## config.mk

```make
export PLATFORM = sky130hd
export DESIGN_NAME = avalon_mm_master_arbiter
export DESIGN_NICKNAME = d
export VERILOG_FILES = /design/src/rtl/avalon_mm_master_arbiter.sv
export SDC_FILE = /design/constraint.sdc
export NUM_CORES = 1
export LEC_CHECK = 0
export CORE_AREA = 2 2 164 166
export CTS_CLUSTER_SIZE = 30
export DETAILED_ROUTE_END_ITERATION = 10
export DIE_AREA = 0 0 166 168
export PLACE_DENSITY = 0.63
export SLEW_MARGIN = 30
export SYNTH_ARGS = -nofsm -noshare
export SYNTH_HDL_FRONTEND = slang
export SYNTH_SLANG_ARGS = --single-unit
export TNS_END_PERCENT = 30
```

## constraint.sdc

```tcl
create_clock -name CLK -period 2.02 [get_ports CLK]
set_input_delay 0.202 -clock CLK [delete_from_list [all_inputs] [get_ports CLK]]
set_output_delay 0.202 -clock CLK [all_outputs]
set_load 0.05 [all_outputs]
```

## src/rtl/avalon_mm_master_arbiter.sv

```systemverilog
// Round-robin arbiter sharing one avalon_mm_master command port between NUM_REQ
// clients. Latches the winner's command, pulses m_start, waits for m_done (or a
// timeout), then returns a one-cycle ack (plus err on timeout) to the winner.
module avalon_mm_master_arbiter #(
    parameter int unsigned NUM_REQ        = 4,
    parameter int unsigned TIMEOUT_CYCLES = 1024
) (
    input  logic                    CLK,
    input  logic                    RESET,
    input  logic [NUM_REQ-1:0]      req,
    input  logic [NUM_REQ-1:0]      req_rnw,
    input  logic [4*NUM_REQ-1:0]    req_bytes,
    input  logic [32*NUM_REQ-1:0]   req_address,
    input  logic [32*NUM_REQ-1:0]   req_wdata,
    output logic [NUM_REQ-1:0]      gnt,
    output logic [NUM_REQ-1:0]      ack,
    output logic                    err,
    output logic [31:0]             rdata,
    output logic                    m_start,
    output logic                    m_rnw,
    output logic [3:0]              m_bytes,
    output logic [31:0]             m_address,
    output logic [31:0]             m_wdata,
    input  logic                    m_done,
    input  logic [31:0]             m_data_read
);

    localparam int unsigned IdxW        = (NUM_REQ > 2) ? 2 : 1;
    localparam bit          TimeoutEn   = (TIMEOUT_CYCLES != 0);
    // Wraps harmlessly when the timeout is disabled; never compared in that case.
    localparam logic [15:0] TimeoutLast = 16'(TIMEOUT_CYCLES - 1);

    typedef enum logic [1:0] {StIdle, StIssue, StBusy, StDone} state_e;

    state_e              state_q, state_d;
    logic [NUM_REQ-1:0]  gnt_q, gnt_d;
    logic [NUM_REQ-1:0]  ack_q, ack_d;
    logic                err_q, err_d;
    logic [31:0]         rdata_q, rdata_d;
    logic                m_start_q, m_start_d;
    logic                m_rnw_q, m_rnw_d;
    logic [3:0]          m_bytes_q, m_bytes_d;
    logic [31:0]         m_address_q, m_address_d;
    logic [31:0]         m_wdata_q, m_wdata_d;
    logic [IdxW-1:0]     ptr_q, ptr_d;
    logic [IdxW-1:0]     win_q, win_d;
    logic [15:0]         cnt_q, cnt_d;

    logic [3:0]          bytes_arr [NUM_REQ];
    logic [31:0]         addr_arr  [NUM_REQ];
    logic [31:0]         wdata_arr [NUM_REQ];
    logic                found;
    logic [IdxW-1:0]     pick;
    logic [IdxW-1:0]     rr_idx;

    for (genvar i = 0; i < NUM_REQ; i++) begin : g_unpack
        assign bytes_arr[i] = req_bytes[4*i +: 4];
        assign addr_arr[i]  = req_address[32*i +: 32];
        assign wdata_arr[i] = req_wdata[32*i +: 32];
    end

    // Round-robin search: first requester at or after the pointer, wrapping.
    always_comb begin
        found  = 1'b0;
        pick   = '0;
        rr_idx = '0;
        for (int unsigned k = 0; k < NUM_REQ; k++) begin
            rr_idx = IdxW'((32'(ptr_q) + k) % NUM_REQ);
            if (!found && req[rr_idx]) begin
                found = 1'b1;
                pick  = rr_idx;
            end
        end
    end

    // Next-state and next-output logic; every output is registered.
    always_comb begin
        state_d     = state_q;
        gnt_d       = gnt_q;
        ack_d       = '0;
        err_d       = 1'b0;
        rdata_d     = rdata_q;
        m_start_d   = 1'b0;
        m_rnw_d     = m_rnw_q;
        m_bytes_d   = m_bytes_q;
        m_address_d = m_address_q;
        m_wdata_d   = m_wdata_q;
        ptr_d       = ptr_q;
        win_d       = win_q;
        cnt_d       = cnt_q;

        unique case (state_q)
            StIdle: begin
                if (found) begin
                    win_d       = pick;
                    gnt_d       = NUM_REQ'(1) << pick;
                    m_rnw_d     = req_rnw[pick];
                    m_bytes_d   = bytes_arr[pick];
                    m_address_d = addr_arr[pick];
                    m_wdata_d   = wdata_arr[pick];
                    m_start_d   = 1'b1;
                    state_d     = StIssue;
                end
            end
            StIssue: begin
                // The master may finish in the same cycle it sees start.
                if (m_done) begin
                    ack_d   = gnt_q;
                    rdata_d = m_rnw_q ? m_data_read : '0;
                    state_d = StDone;
                end else begin
                    state_d = StBusy;
                end
            end
            StBusy: begin
                cnt_d = cnt_q + 16'd1;
                if (m_done) begin
                    ack_d   = gnt_q;
                    rdata_d = m_rnw_q ? m_data_read : '0;
                    state_d = StDone;
                end else if (TimeoutEn && (cnt_q == TimeoutLast)) begin
                    ack_d   = gnt_q;
                    err_d   = 1'b1;
                    rdata_d = '0;
                    state_d = StDone;
                end
            end
            StDone: begin
                gnt_d   = '0;
                ptr_d   = (win_q == IdxW'(NUM_REQ - 1)) ? '0 : win_q + IdxW'(1);
                cnt_d   = '0;
                state_d = StIdle;
            end
            default: state_d = StIdle;
        endcase
    end

    // State and output registers with synchronous reset.
    always_ff @(posedge CLK) begin
        if (RESET) begin
            state_q     <= StIdle;
            gnt_q       <= '0;
            ack_q       <= '0;
            err_q       <= 1'b0;
            rdata_q     <= '0;
            m_start_q   <= 1'b0;
            m_rnw_q     <= 1'b0;
            m_bytes_q   <= '0;
            m_address_q <= '0;
            m_wdata_q   <= '0;
            ptr_q       <= '0;
            win_q       <= '0;
            cnt_q       <= '0;
        end else begin
            state_q     <= state_d;
            gnt_q       <= gnt_d;
            ack_q       <= ack_d;
            err_q       <= err_d;
            rdata_q     <= rdata_d;
            m_start_q   <= m_start_d;
            m_rnw_q     <= m_rnw_d;
            m_bytes_q   <= m_bytes_d;
            m_address_q <= m_address_d;
            m_wdata_q   <= m_wdata_d;
            ptr_q       <= ptr_d;
            win_q       <= win_d;
            cnt_q       <= cnt_d;
        end
    end

    assign gnt       = gnt_q;
    assign ack       = ack_q;
    assign err       = err_q;
    assign rdata     = rdata_q;
    assign m_start   = m_start_q;
    assign m_rnw     = m_rnw_q;
    assign m_bytes   = m_bytes_q;
    assign m_address = m_address_q;
    assign m_wdata   = m_wdata_q;

endmodule

```

==> summary.md, run 1 <==
| Metric | Value |
|---|---|
| Initial antenna violation count | `6` |
| Port Buffers | `between 400 and 500` |
| Post-Syn Nets | `~980` |
| Syn-to-layout area delta | `86.59%` |
| Via count | `between 7000 and 8000` |
| Hold Vio Cnt, Final | `0` |
| Adder-Cell Fraction of Synth Area | `0.01427` |
| Final WL | `about 27000 um` |
| Finished Cell Area | `11450 um2` |
| Ports | `~430` |
| Die Span Y | `around 170 um` |
| Hold Crit Class | `input port to flop` |
| Placer Congestion | `between 0.7 and 0.8` |
| Clock Path Buffers | `2` |
| Crit Reg-Reg Startpoint | `ptr_q[0]` |
| Clk Latency, worst-skew pair | `around 0.42 ns` |
| Max Slew Vio Count | `0` |
| Avg Vias per Cell | `roughly 5.0` |
| Power density over cell area | `between 1000 and 1500 nW/um2` |
| Initial DRC count | `600` |
| CP Capture Type | `flop` |
| Register area | `around 2700 um2` |
| Share of layout cells above drive strength 1 | `0.07885` |
| Post-synthesis cell type count | `48` |
| Post-synth EDFFs | `0` |
| Slew @ Worst Pin | `between 0.5 and 0.6 ns` |
| Leak | `4.143 nW` |
| DR WL/cell | `between 15 and 20 um` |
| Hold path endpoint | `m_start` |
| Die area | `~28000 um2` |
| Post-synthesis cell count | `approximately 650` |
| R2R Setup Slk | `around 0.086 ns` |
| Mux share of post-synthesis cell area | `0.01142` |
| Synth Cell Area | `6137 um2` |
| Postcts setup bufs | `0` |
| Status | `finished, violations left` |
| Critical R2R Capture | `m_wdata[15]` |
| Area of the multi-input gates | `3024 um2` |
| Post-route minimum period | `between 1.5 and 2 ns` |
| Post-route ant nets | `0` |
| Starting Density | `0.2329` |
| DRT Pass-1 Iters | `11` |
| Startpoint class of the critical path | `flop` |
| Row cnt | `60` |
| Failing checks | `design-rule violations` |
| Chip width | `166 um` |
| Total congestion overflow | `0` |
| Post-synthesis async set-or-reset flop share | `0` |
| Final TNS setup | `0 ns` |
| Clock Skews | `0.01331 ns` |
| Global-route wire length before repair | `39580 um` |
| Pwr Total | `approximately 14 mW` |
| Worst hold slack | `0.1868 ns` |
| # DRC | `2` |
| Post-synthesis compound-gate area fraction | `0.2979` |
| Final nets | `1387` |
| WP data arrival | `~2.2 ns` |
| Largest family of logic cells by synthesized area | `compound AO/OA/AOI/OAI gates` |
| CTS Sinks | `133` |
| Clk pin slew, worst setup/hold paths | `around 0.070 ns` |
| Mapped Avg Cell Area | `9.384 um2` |
| Placed instance area | `10800 um2` |
| Simple logic cell fraction of the synthesized area | `0.1480` |
| Root Driver | `clkbuf_16` |
| Worst R2R Path Depth | `6` |
| Core ar. | `26350 um2` |
| Maxcap violations | `0` |
| Top_reg_cell synth | `dfxtp_1` |
| Final worst path period share | `0.9574` |
| Vias in the first global route | `~6900` |
| Inserted Clock Buffers | `17` |
| Final-layout fill cell count | `about 2600` |
| WP data required | `roughly 2.3 ns` |
| CTS tree | `done` |
| Max frequency | `just over 500 MHz` |
| GR Util All Layers | `0.1802` |
| Synth warnings | `0` |
| Setup violators final | `0` |
| DP HPWL | `20350 um` |
| Util after Layout | `0.4346` |
| H-tree depth | `4` |
| Hold Path Cell Cnt | `2` |
| Hold Path Origin | `RESET` |
| Max VDD drop | `approximately 0.54 mV` |
| Largest net degree at the start of global routing | `69` |
| XOR/XNOR Fraction of Synth Area | `0.01713` |
| Relative slew slack | `0.6324` |
| FF+latch count, synth | `between 100 and 150` |
| Crit Path Max Fanout | `39` |
| Register area share after synthesis | `0.4338` |
| Kind of critical path | `flop to flop` |
[synth_stat cells, types with 3 or more instances]
cell | instances | area (um2)
nand2_1 | 77 | 289.0
inv_1 | 7 | 26.28
a21oi_1 | 11 | 55.05
a222oi_1 | 69 | 690.7
or3_1 | 3 | 18.77
nand4_1 | 7 | 43.79
nor3_1 | 3 | 15.01
nand3_1 | 3 | 15.01
nor2_1 | 94 | 352.8
and3_1 | 3 | 18.77
buf_2 | 32 | 160.2
and2_1 | 4 | 25.02
dfxtp_1 | 133 | 2663
nand2b_1 | 5 | 31.28
a22o_1 | 32 | 280.3
inv_2 | 3 | 11.26
a311oi_1 | 69 | 604.3
clkbuf_1 | 18 | 67.56
buf_6 | 17 | 191.4
ha_1 | 7 | 87.58
o21ai_0 | 7 | 35.03
and4_1 | 3 | 26.28
xor2_1 | 10 | 87.58
mux2i_1 | 7 | 70.07
[how the worst max path moves through the flow]
stage                     from            end  slack (ns)  depth (start not counted)
floorplan           state_q[0]  m_address[29]        0.27                          9
global placement        req[2]    m_wdata[15]       -0.29                          8
detailed placement      req[2]    m_wdata[15]       -0.31                          8
CTS                   ptr_q[1]    m_wdata[15]        0.04                          5
global route          ptr_q[0]    m_wdata[15]      -0.002                          6
finish                ptr_q[0]    m_wdata[15]        0.09                          6
[what timing repair did]
item	4_1_cts	5_1_grt
hold buffers	0	0
setup endpoints to repair	0	1
resized for setup	0	4
[stage by stage]
step,setup slack (ns),cells
2_1_floorplan,0.2733,654
3_3_place_gp,-0.2949,1387
3_5_place_dp,-0.3077,1387
4_1_cts,0.04426,1419
5_1_grt,-0.002279,1423
6_report,0.08608,1423
[final cells by class]
cell class              count  area share
diodes                      4   0.0008741
multi-input cells         441      0.2641
inverters                  10    0.003278
clock buffers              17     0.03715
well taps                 341     0.03726
clock inverters            15     0.01781
repair buffers            462      0.4067
flip-flops and latches    133      0.2328
[layout by cell type, fill, tap and decap left out, types with 3 or more instances in the layout]
master,netlist,final
a222oi_1,69,69
and3_1,3,3
clkbuf_16,0,17
ha_1,7,7
a22o_1,32,32
mux2i_1,7,7
or3_1,3,3
clkdlybuf4s50_1,0,423
nor3_1,3,3
buf_4,2,28
o21ai_0,7,7
a311oi_1,69,69
nand2b_1,5,5
diode_2,0,4
inv_2,3,3
xor2_1,10,10
nand3_1,3,3
inv_8,0,6
nand2_1,77,77
inv_1,7,7
nand4_1,7,7
and2_1,4,4
buf_12,0,10
nor2_1,94,94
a21oi_1,11,10
inv_6,0,4
dfxtp_1,133,132
and4_1,3,3
[kinds of logic after synthesis]
kind of cell | count (synthesis)
xor gates and xnor gates | 12
muxes | 7
DFF | 133
adders and majority gates | 7
and+or+nand+nor | 211
buffers and inverters | 80
AOI/OAI and AO/OA | 204
[power by group]
group	internal, mW	leakage (nW)	switching [mW]
logic	2.62	2.74	4.19
clock network	1.91	0.310	1.43
registers	3.30	1.09	0.391
[sequential cells by signal, summed over array words and instances (netlist names)]
| name | count |
|---|---|
| ack | 4 |
| cnt_q | 16 |
| err | 1 |
| gnt | 4 |
| m_address | 32 |
| m_bytes | 4 |
| m_rnw | 1 |
| m_start | 1 |
| m_wdata | 32 |
| ptr_q | 2 |
| rdata | 32 |
| state_q | 2 |
| win_q | 2 |
[worst max-delay path: stages, from the launching register on]
cell	delay (ns)
dfxtp_1	0.33
nand2b_1	0.19
a31oi_4	0.22
o22ai_4	0.11
buf_12	0.18
a222oi_1	0.57
a311oi_1	0.17
[layer usage]
metal / vias to the layer above / GRT usage / part of all wire
li1: 3391 / - / -
met1: 3295 / 0.2098 / 0.40
met3: 31 / 0.05266 / 0.084
met4: 4 / 0.06238 / 0.017
met2: 341 / 0.3163 / 0.50
met5: - / 0 / 0.0010
Power figures use the tool's default switching activity.
==> run 2, diff against run 1 <==
==> constraint.sdc (replaced) <==
create_clock -name CLK -period 2.02 [get_ports CLK]
set_input_delay 0.404 -clock CLK [delete_from_list [all_inputs] [get_ports CLK]]
set_output_delay 0.404 -clock CLK [all_outputs]
set_load 0.05 [all_outputs]
==> summary.md, run 2 (synthesis results as in run 1) <==
| Metric | Value |
|---|---|
| Status | `finished clean` |
| Final TNS setup | `0 ns` |
| Vias in the first global route | `roughly 6800` |
| Max frequency | `approximately 500 MHz` |
| H-tree depth | `4` |
| Pwr Total | `~14 mW` |
| Critical Path Slowest Stage Cell | `a222oi_1` |
| Root Driver | `clkbuf_16` |
| WP data required | `2.29 ns` |
| # DRC | `0` |
| Commonest non-fill, non-tap cell in the layout | `clkdlybuf4s50_1` |
| Most frequent cells in the layout | `360 x clkdlybuf4s50_1, 132 x dfxtp_1, 94 x nor2_1, 77 x nand2_1` |
| Global-route wire length before repair | `39070 um` |
| Share of layout cells above drive strength 1 | `0.08519` |
| Hold Crit Class | `input port to flop` |
| Leak | `between 4 and 5 nW` |
| CP Capture Type | `flop` |
| CP peak stage delay | `0.57 ns` |
| Final-layout fill cell count | `2518` |
| Worst hold slack | `just under 0.4 ns` |
| Port Buffers | `425` |
| Maxcap violations | `0` |
| RSZ-0062 raised after global routing | `no` |
| Avg Vias per Cell | `about 5.0` |
| Max VDD drop | `~0.66 mV` |
| Crit Path Max Fanout | `37` |
| Post-route ant nets | `0` |
| Hold Vio Cnt, Final | `0` |
| Core ar. | `26350 um2` |
| Placed instance area | `around 11000 um2` |
| Syn-to-layout area delta | `87.77%` |
| Post-route minimum period | `between 1.5 and 2 ns` |
| Startpoint class of the critical path | `flop` |
| Placer Congestion | `between 0.8 and 0.9` |
| Initial DRC count | `just over 700` |
| Inserted Clock Buffers | `17` |
| Row cnt | `60` |
| Clk Latency, worst-skew pair | `between 0.4 and 0.5 ns` |
| DP HPWL | `around 20000 um` |
| GR Util All Layers | `0.1783` |
| Final Non-Filler Cells | `between 1000 and 1500` |
| Kind of critical path | `flop to flop` |
| CP bufs+invs | `1` |
| Die area | `27890 um2` |
| Ports | `between 400 and 500` |
| Initial antenna violation count | `3` |
| Final WL | `~27000 um` |
| Clock Skews | `0.01349 ns` |
| Via count | `just over 7000` |
| Clk pin slew, worst setup/hold paths | `approximately 0.070 ns` |
| Starting Density | `0.2329` |
| Clock Path Buffers | `2` |
| CTS Sinks | `133` |
| Relative slew slack | `0.6187` |
| Setup violators final | `0` |
| Final worst path period share | `0.9847` |
| Cells after DPL | `between 1000 and 1500` |
| DR WL/cell | `around 19 um` |
| Slew @ Worst Pin | `0.5719 ns` |
| Final nets | `approximately 1400` |
| Largest net degree at the start of global routing | `77` |
| Chip width | `about 170 um` |
| Worst-path cell chain | `nand2b_1 -> a31oi_4 -> o22ai_4 -> buf_12 -> a222oi_1 -> a311oi_1` |
| CTS tree | `done` |
| Top delay family on crit path | `compound AO/OA/AOI/OAI gates` |
| Finished Cell Area | `about 12000 um2` |
| Max Slew Vio Count | `0` |
| DRT Pass-1 Iters | `9` |
| Die Span Y | `approximately 170 um` |
| Hold buffers post-CTS | `0` |
| Total congestion overflow | `0` |
| WP data arrival | `2.26 ns` |
| Power density over cell area | `roughly 1200 nW/um2` |
[run 2: changes by cell type in the layout (fill, tap and decap cells not counted), moves of 2 or more]
cell / delta
buf_12: -2
buf_4: +9
clkdlybuf4s50_1: -63
diode_2: -3
dlygate4sd2_1: +12
dlymetal6s2s_1: +46
[run 2: final cells by class]
| cell class | instances | area (um2) | area share |
|---|---|---|---|
| Timing Repair Buffer | 464 | 4735 | 0.4109 |
| Multi-Input combinational cell | 441 | 3024 | 0.2624 |
| Sequential cell | 133 | 2664 | 0.2312 |
| Tap cell | 341 | 426.7 | 0.03702 |
| Clock buffer | 17 | 425.4 | 0.03692 |
| Clock inverter | 15 | 209.0 | 0.01813 |
| Inverter | 10 | 37.54 | 0.003257 |
| Antenna cell | 1 | 2.502 | 0.0002172 |
[run 2: timing repair]
item	4_1_cts	5_1_grt
resized for setup	13	48
setup endpoints to repair	25	47
hold endpoints to repair	0	0
pin swaps	2	3
buffers inserted	0	0
[run 2: through the flow]
stage / util / setup WS [ns]
detailed placement: 0.4089 / -0.6292
finish: 0.4373 / 0.03092
global route: 0.4373 / 0.00001021
global placement: 0.4089 / -0.5931
floorplan: - / 0.2733
CTS: 0.4327 / 0.001314
[run 2: final timing paths]
| path | from | to | slack (ns) | cells after the start |
|---|---|---|---|---|
| hold / removal | RESET | m_start | 0.39 | 2 |
| setup / recovery | ptr_q[0] | m_wdata[16] | 0.03 | 6 |
| setup reg to reg | ptr_q[0] | m_wdata[16] | 0.03 | 6 |
| hold reg to reg | rdata[13] | rdata[13] | 0.47 | 1 |
[run 2: where the power goes]
part           switching (mW)  internal (mW)
registers               0.389           3.30
logic                    4.14           2.51
clock network            1.46           1.91
[run 2: routing by layer]
metal	vias to the layer above	wire, um	GRT usage
met5	-	8	0
met4	2	394	0.05406
met3	30	2289	0.05313
met2	385	13040	0.3080
met1	3305	10850	0.2137
li1	3400	-	-
==> run 3, diff against run 2 <==
Settings changed: HOLD_SLACK_MARGIN set to 0.03.
==> results of run 3 <==
No change in the layout: final DEF, timing and power equal those of run 2.
